<file path="src/rtl/weather_pkg.sv">
// Shared widths, FSM state type, feature-frame layout and quantiser saturation for the
// weather classifier front end.
package weather_pkg;

    localparam int FEAT_W = 4;
    localparam int RAW_W  = 8;

    typedef enum logic [0:0] {
        ACCUM = 1'b0,
        QUANT = 1'b1
    } state_t;

    // Field order matches the classifier's in_temp_max/in_temp_min/in_precipitation/in_wind.
    typedef struct packed {
        logic [FEAT_W-1:0] temp_max;
        logic [FEAT_W-1:0] temp_min;
        logic [FEAT_W-1:0] precip;
        logic [FEAT_W-1:0] wind;
    } feat_frame_t;

    function automatic logic [FEAT_W-1:0] sat15(input logic [15:0] x);
        return (x > 16'd15) ? 4'd15 : x[FEAT_W-1:0];
    endfunction

endpackage

</file>
<file path="src/rtl/weather_window_accum.sv">
// Per-window running statistics: sample index, temperature max/min and precipitation/wind
// sums, with a combinational pulse on the accept that completes the window.
module weather_window_accum
    import weather_pkg::*;
#(
    parameter int WINDOW = 8,
    localparam int CNT_W = $clog2(WINDOW),
    localparam int SUM_W = RAW_W + CNT_W
) (
    input  logic             CLOCK_50,
    input  logic             rst,
    input  logic             accept,
    input  logic [RAW_W-1:0] temp,
    input  logic [RAW_W-1:0] precip,
    input  logic [RAW_W-1:0] wind,
    output logic [RAW_W-1:0] tmax,
    output logic [RAW_W-1:0] tmin,
    output logic [SUM_W-1:0] psum,
    output logic [SUM_W-1:0] wsum,
    output logic             window_done
);

    logic [CNT_W-1:0] count;
    logic             first;

    assign first       = (count == '0);
    assign window_done = accept && (count == CNT_W'(WINDOW - 1));

    // NOTE: the statistics registers sit on the asynchronous reset on purpose: they are a
    // handful of flops, not a memory, and a reset must leave no trace of a partial window.
    always_ff @(posedge CLOCK_50 or posedge rst) begin
        if (rst) begin
            count <= '0;
            tmax  <= '0;
            tmin  <= '0;
            psum  <= '0;
            wsum  <= '0;
        end else if (accept) begin
            // NOTE: non-blocking assignments so every register samples the pre-edge values.
            count <= window_done ? '0 : count + CNT_W'(1);
            if (first) begin
                tmax <= temp;
                tmin <= temp;
                psum <= SUM_W'(precip);
                wsum <= SUM_W'(wind);
            end else begin
                if (temp > tmax) tmax <= temp;
                if (temp < tmin) tmin <= temp;
                psum <= psum + SUM_W'(precip);
                wsum <= wsum + SUM_W'(wind);
            end
        end
    end

endmodule

</file>
<file path="src/rtl/weather_feature_builder.sv">
// Reduces WINDOW raw sensor samples to one quantised 4-feature frame on a valid/ready slot.
// Define WEATHER_FB_OVERLAP_EN to accumulate the next window while a frame waits in the slot.
module weather_feature_builder
    import weather_pkg::*;
#(
    parameter int WINDOW       = 8,
    parameter int TEMP_SHIFT   = 2,
    parameter int PRECIP_SHIFT = 3,
    parameter int WIND_SHIFT   = 3
) (
    input  logic              CLOCK_50,
    input  logic              rst,
    input  logic              smp_valid,
    output logic              smp_ready,
    input  logic [RAW_W-1:0]  smp_temp,
    input  logic [RAW_W-1:0]  smp_precip,
    input  logic [RAW_W-1:0]  smp_wind,
    output logic              feat_valid,
    input  logic              feat_ready,
    output logic [FEAT_W-1:0] feat_temp_max,
    output logic [FEAT_W-1:0] feat_temp_min,
    output logic [FEAT_W-1:0] feat_precip,
    output logic [FEAT_W-1:0] feat_wind
);

    localparam int CNT_W = $clog2(WINDOW);
    localparam int SUM_W = RAW_W + CNT_W;

    state_t           state;
    feat_frame_t      slot;
    feat_frame_t      quant;
    logic             slot_ok;
    logic             accept;
    logic             window_done;
    logic             handoff;
    logic             load;
    logic [RAW_W-1:0] tmax;
    logic [RAW_W-1:0] tmin;
    logic [SUM_W-1:0] psum;
    logic [SUM_W-1:0] wsum;

`ifdef WEATHER_FB_OVERLAP_EN
    assign slot_ok = 1'b1;
`else
    assign slot_ok = !feat_valid;
`endif

    assign smp_ready = (state == ACCUM) && slot_ok;
    assign accept    = smp_valid && smp_ready;
    assign handoff   = feat_valid && feat_ready;
    // The slot can take a new frame if it is empty or is being emptied on this edge.
    assign load      = (state == QUANT) && (!feat_valid || feat_ready);

    weather_window_accum #(
        .WINDOW (WINDOW)
    ) u_accum (
        .CLOCK_50    (CLOCK_50),
        .rst         (rst),
        .accept      (accept),
        .temp        (smp_temp),
        .precip      (smp_precip),
        .wind        (smp_wind),
        .tmax        (tmax),
        .tmin        (tmin),
        .psum        (psum),
        .wsum        (wsum),
        .window_done (window_done)
    );

    always_comb begin
        // NOTE: default the whole struct first so no path through this block infers a latch.
        quant          = '0;
        quant.temp_max = sat15(16'(tmax >> TEMP_SHIFT));
        quant.temp_min = sat15(16'(tmin >> TEMP_SHIFT));
        quant.precip   = sat15(16'(psum >> PRECIP_SHIFT));
        quant.wind     = sat15(16'((wsum >> CNT_W) >> WIND_SHIFT));
    end

    always_ff @(posedge CLOCK_50 or posedge rst) begin
        if (rst) begin
            state <= ACCUM;
        end else begin
            case (state)
                ACCUM:   if (window_done) state <= QUANT;
                QUANT:   if (load)        state <= ACCUM;
                default:                  state <= ACCUM;
            endcase
        end
    end

    // A reload on the handoff edge keeps feat_valid high with the new frame.
    always_ff @(posedge CLOCK_50 or posedge rst) begin
        if (rst) begin
            feat_valid <= 1'b0;
            slot       <= '0;
        end else if (load) begin
            feat_valid <= 1'b1;
            slot       <= quant;
        end else if (handoff) begin
            feat_valid <= 1'b0;
        end
    end

    assign feat_temp_max = slot.temp_max;
    assign feat_temp_min = slot.temp_min;
    assign feat_precip   = slot.precip;
    assign feat_wind     = slot.wind;

endmodule
</file>
<file path="config.mk">
export PLATFORM = sky130hd
export DESIGN_NAME = weather_feature_builder
export DESIGN_NICKNAME = d
export VERILOG_FILES = /design/src/rtl/weather_pkg.sv /design/src/rtl/weather_window_accum.sv /design/src/rtl/weather_feature_builder.sv
export SDC_FILE = /design/constraint.sdc
export NUM_CORES = 1
export LEC_CHECK = 0
export ABC_CLOCK_PERIOD_IN_PS = 3170
export CORE_MARGIN = 2
export CORE_UTILIZATION = 45
export CTS_CLUSTER_SIZE = 12
export DETAILED_ROUTE_END_ITERATION = 7
export PLACE_DENSITY = 0.66
export SYNTH_ARGS = -nofsm -noshare
export SYNTH_HDL_FRONTEND = slang
export SYNTH_SLANG_ARGS = --single-unit
</file>
<file path="constraint.sdc">
create_clock -name CLOCK_50 -period 3.17 [get_ports CLOCK_50]
set_clock_uncertainty 0.05 [all_clocks]
set_input_delay 0.634 -clock CLOCK_50 [delete_from_list [all_inputs] [get_ports CLOCK_50]]
set_output_delay 0.634 -clock CLOCK_50 [all_outputs]
set_load 0.02 [all_outputs]
</file>
### Word-level counts from Yosys, hierarchy flattened

Index checks and enable logic that the tools add are counted.

* add/sub/neg operators: 3
* order comparisons: 6
* equality and inequality tests: 1
* mux-type cells: 16
* bitwise gates (word level): 1
* reductions and logical operators: 13

Operators by type and width (number)
* 8-bit two-way mux: 4
* 11-bit by 8-bit adder with 11-bit output: 2
* 11-bit two-way mux: 2
* 4-bit two-way mux: 4
* 6-bit by 4-bit greater-than comparator with 1-bit output, second input constant: 2
* 8-bit by 4-bit greater-than comparator with 1-bit output, second input constant: 1
* 8-bit greater-than comparator: 1
* 8-bit less-than comparator: 1
* 2-bit nonzero test: 3
* 5-bit by 4-bit greater-than comparator with 1-bit output, second input constant: 1
* 1-bit logical AND: 5
* 1-bit two-way mux: 4
* 2-bit AND reduction: 2
* 3-bit by 1-bit adder with 3-bit output, second input constant: 1
* 3-bit equality test, second input constant: 1
* 3-bit zero test: 1
* 3-bit two-way mux: 1
* 1-bit one-hot mux with 2 select lines: 1
* 1-bit zero test: 1
* 1-bit logical OR: 1
* 1-bit NOT: 1

* register bits after elaboration: 59
* bits of input ports: 28
* word-level logic and storage cells: 51

### Longest topological paths before layout

* word-level depth: 6
* mapped depth: 8
* depth with buffers taken out: 8

### Modules after synthesis

From an unflattened synthesis, not the netlist that was laid out.

* cells, all modules: 388
* area, all modules: 3609.7 sq um

Modules (own cells, without submodules)
* weather_window_accum: instances 1, cells an instance 307, area an instance 2831.5 sq um, seq. area each 1026.0 sq um
* weather_feature_builder: instances 1, cells an instance 81, area an instance 778.2 sq um, seq. area each 450.4 sq um

### Least setup slack after synthesis

No wires, ideal clock.

* kind: input port to flip-flop
* from: input port smp_precip[0]
* to: register u_accum.psum[10]
* library setup time: 0.124 ns
* arrival: 2.230 ns
* path slack: 0.766 ns
* stages: 8
* path buffers: 0
* path through: ha_1 > inv_1 > fa_1 > nor2b_2 > o2111a_1 > nor4_2 > o311a_1 > a211o_1

* word-level cells in the longest chain between the ends: 2

RTL lines
* start: declaration: line weather_feature_builder.sv:16 `input logic [RAW_W-1:0] smp_precip,`
* 11-bit by 8-bit adder with 11-bit output: line weather_window_accum.sv:49 `psum <= psum + SUM_W'(precip);`
* 11-bit two-way mux: line weather_window_accum.sv:41 `if (first) begin`
* end signal: assignment: line weather_window_accum.sv:44 `psum <= SUM_W'(precip);`
* end signal: assignment: line weather_window_accum.sv:49
* end: declaration: line weather_window_accum.sv:18 `output logic [SUM_W-1:0] psum,`

No other way between the ends.
A chain may end at the register's enable or synchronous reset.

### Worst setup path in the final report

Ends and elaborated chain as after synthesis.

==> metrics.txt <==
Die Ht=96.71 µm; num ports=46; TritonCTS clock tree=done; Detailed Route Iter0 Violations=about 110; share of cells above drive strength 1=8.958%; row count=33; Pre-antenna DRT Iters=4; Layout Cells excl Fill=585; FFs w/ async S/R, synth=100.0%; clk slew on worst S/H paths=approximately 0.080 ns; number of synthesized flops with an enable pin=0; Worst R2R Setup Slack=0.73 ns; depth of the most critical reg-to-reg path=7; library cells used by synthesis=53; RSZ-0062 raised after global routing=no; largest net degree at the start of global routing=40; LEAKAGE=2.121 nW; Worst setup EP type=flip-flop; register bit total from synthesis=59; max_slew headroom=45.95%; DP HPWL=6476 µm; Post-Syn Instances=425; Final Setup Violations=0; Nets=539; number of fill cells=760; Synth Warn #=0; pwr dens=1022 nW/µm²; Clk Tree Root Cell=clkbuf_8; post-CTS sizing=0; Die ar.=9352 µm²; width of the chip=a little under 100 µm; Reg-to-Reg End=u_accum.tmin[7]; Worst Setup Start Kind=primary input; postcts setup bufs=0; GRT overflow=0; H-tree depth=3; initial antenna violation count=0; Syn Area/Cell=9.100 µm²; TritonCTS Buffers=9; vias after detailed routing=around 3.4k; Routed WL=9019 µm; Post-DRT Antenna Nets=0; outcome=finished clean; Antenna Cells=0; Worst setup endpoint=u_accum.psum[10]; cts hold-fix bufs=0; main flop type after synthesis=dfrtp_1; Max clock buf depth=2; starting density of the core=46.83%; average vias per placed instance=between 5 and 6; first-pass GRT wire length=15380 µm; Core ar.=8258 µm²; Clk Latency, worst-skew pair=0.34 ns; DR WL/cell=15.42 µm; Final Wtd Congestion=between 0.8 and 0.9; Worst Path Required=approximately 3.3 ns; Tmin final=2.687 ns; Max Cap Violations=0; total track usage=19.90%; # clock sinks=59; fin crit share=84.77%; setup TNS=0 ns; post-synthesis sequential area ratio=between 30% and 40%; vias in the first global route=3244; VDD IR max=0.5338 mV; Post-Syn Nets=489; crit-path max FO=4; arrival time worst endpoint=2.86 ns; Worst Setup SP=smp_precip[0]; # DRC=0; area delta synth->final=23.03%; final hold vios=0; slew of the pin with the lowest slew margin=0.8071 ns; DP Cell Count=569; Port Buf Inserts=45; CP Class=primary input to flip-flop; hold_ws=0.4229 ns; synthesized area=3867 µm²; Hold WC Path Type=flip-flop to flip-flop; R2R Path Start=u_accum.count[0]; Final Max Slew Viols=0; fmax=372.1 MHz
## per-stage QoR
stage | setup WS (ns) | utilization, % | area, µm² | power [mW]
6_report | 0.4829 | 57.62 | 4758 | 4.864
4_1_cts | 0.4872 | 57.62 | 4758 | 4.890
2_1_floorplan | 0.7661 | - | 3867 | 3.172
3_3_place_gp | 0.1611 | 54.29 | 4483 | 3.842
3_5_place_dp | 0.1337 | 54.29 | 4483 | 3.923
5_1_grt | 0.3648 | 57.62 | 4758 | 5.272
## registers in the layout, summed over array words and instances (netlist names)
register       flops
feat_precip        4
feat_temp_max      4
feat_temp_min      4
feat_valid         1
feat_wind          4
state              1
u_accum.count      3
u_accum.psum      11
u_accum.tmax       8
u_accum.tmin       8
u_accum.wsum      11
## how the worst min path moves through the flow
stage | startpoint | to | slack, ns | cells after the start
after global routing | feat_wind[1] | feat_wind[1] | 0.46 | 2
after floorplan | u_accum.psum[2] | u_accum.psum[2] | 0.40 | 2
after detailed placement | feat_wind[1] | feat_wind[1] | 0.41 | 2
final | feat_wind[1] | feat_wind[1] | 0.42 | 2
after global placement | feat_wind[1] | feat_wind[1] | 0.41 | 2
after CTS | feat_wind[1] | feat_wind[1] | 0.43 | 2
## layout by cell type, fill, tap and decap left out, types with 3 or more instances in the layout
cell	instances
a211o_1	5
a211oi_1	6
a21o_1	7
a21oi_1	19
a221oi_1	8
a31oi_1	4
a41oi_1	8
and2_1	3
and3_1	13
buf_4	10
bufinv_16	4
clkbuf_8	11
clkdlybuf4s50_1	45
dfrtp_1	59
ha_1	34
inv_1	28
mux2_2	8
nand2_1	39
nand2b_1	4
nand3_1	13
nand3b_1	3
nand4_1	4
nor2_1	29
nor2b_1	4
nor3_1	10
o2111ai_1	4
o211ai_1	15
o21a_1	3
o21ai_0	38
o22a_1	4
or3_1	5
or4_1	3
## worst max-delay path: stages
cell	delay [ns]
clkdlybuf4s50_1	0.48
ha_1	0.20
inv_1	0.06
fa_1	0.39
nor2b_2	0.16
o2111a_1	0.24
nor4_2	0.09
o311a_1	0.35
a211o_1	0.26
## routing by layer
metal / vias to the layer above / global-route usage, % / share of wire, %
li1: 1679 / - / -
met1: 1623 / 26.74 / 46
met2: 79 / 33.12 / 47
met3: 8 / 3.468 / 5.8
met4: 0 / 5.742 / 0.83
met5: - / 0 / 0
## synthesized netlist by cell type, types with 5 or more instances
master    count  area share (%)
or3_1         5            0.81
dfrtp_1      59              38
mux2_2        8             2.3
clkbuf_1     12             1.2
buf_2         5            0.65
ha_1         34              11
a211o_1       5             1.1
and3_1       13             2.1
a221oi_1      8             1.8
a21oi_1      19             2.5
nand2_1      39             3.8
o21ai_0      38             4.9
a21o_1        7             1.4
a211oi_1      6             1.2
o211ai_1     15             2.9
nand3_1      13             1.7
inv_1        29             2.8
nor3_1       10             1.3
nor2b_1       5            0.81
nor2_1       29             2.8
a41oi_1       8             1.8
## where the power goes
group | switching, mW | internal (mW)
clock | 0.309 | 0.646
combinational | 1.41 | 1.13
sequential | 0.241 | 1.12
total | 1.96 | 2.90
## final cells by class
type,instances,area (µm²),area share (%)
Clock buffer,12,155.1,3.261
Inverter,29,108.9,2.288
Timing Repair Buffer,56,545.5,11.46
Tap cell,105,131.4,2.761
Clock inverter,4,120.1,2.524
Multi-Input combinational cell,320,2221,46.67
Sequential cell,59,1476,31.03
## kinds of logic (layout without fill, tap and decap cells)
logic type / count (synthesis) / count (layout) / synth area share (%)
adder cells (fa/ha/maj): 36 / 36 / 12.04
multiplexers: 8 / 8 / 2.329
buffers and inverters: 46 / 101 / 4.626
flip-flops: 59 / 59 / 38.18
XOR/XNOR: 4 / 4 / 0.9060
AND/OR/NAND/NOR: 141 / 141 / 18.83
AO/OA/AOI/OAI: 131 / 131 / 23.10
Note: power is estimated with default switching activity, not from simulation.
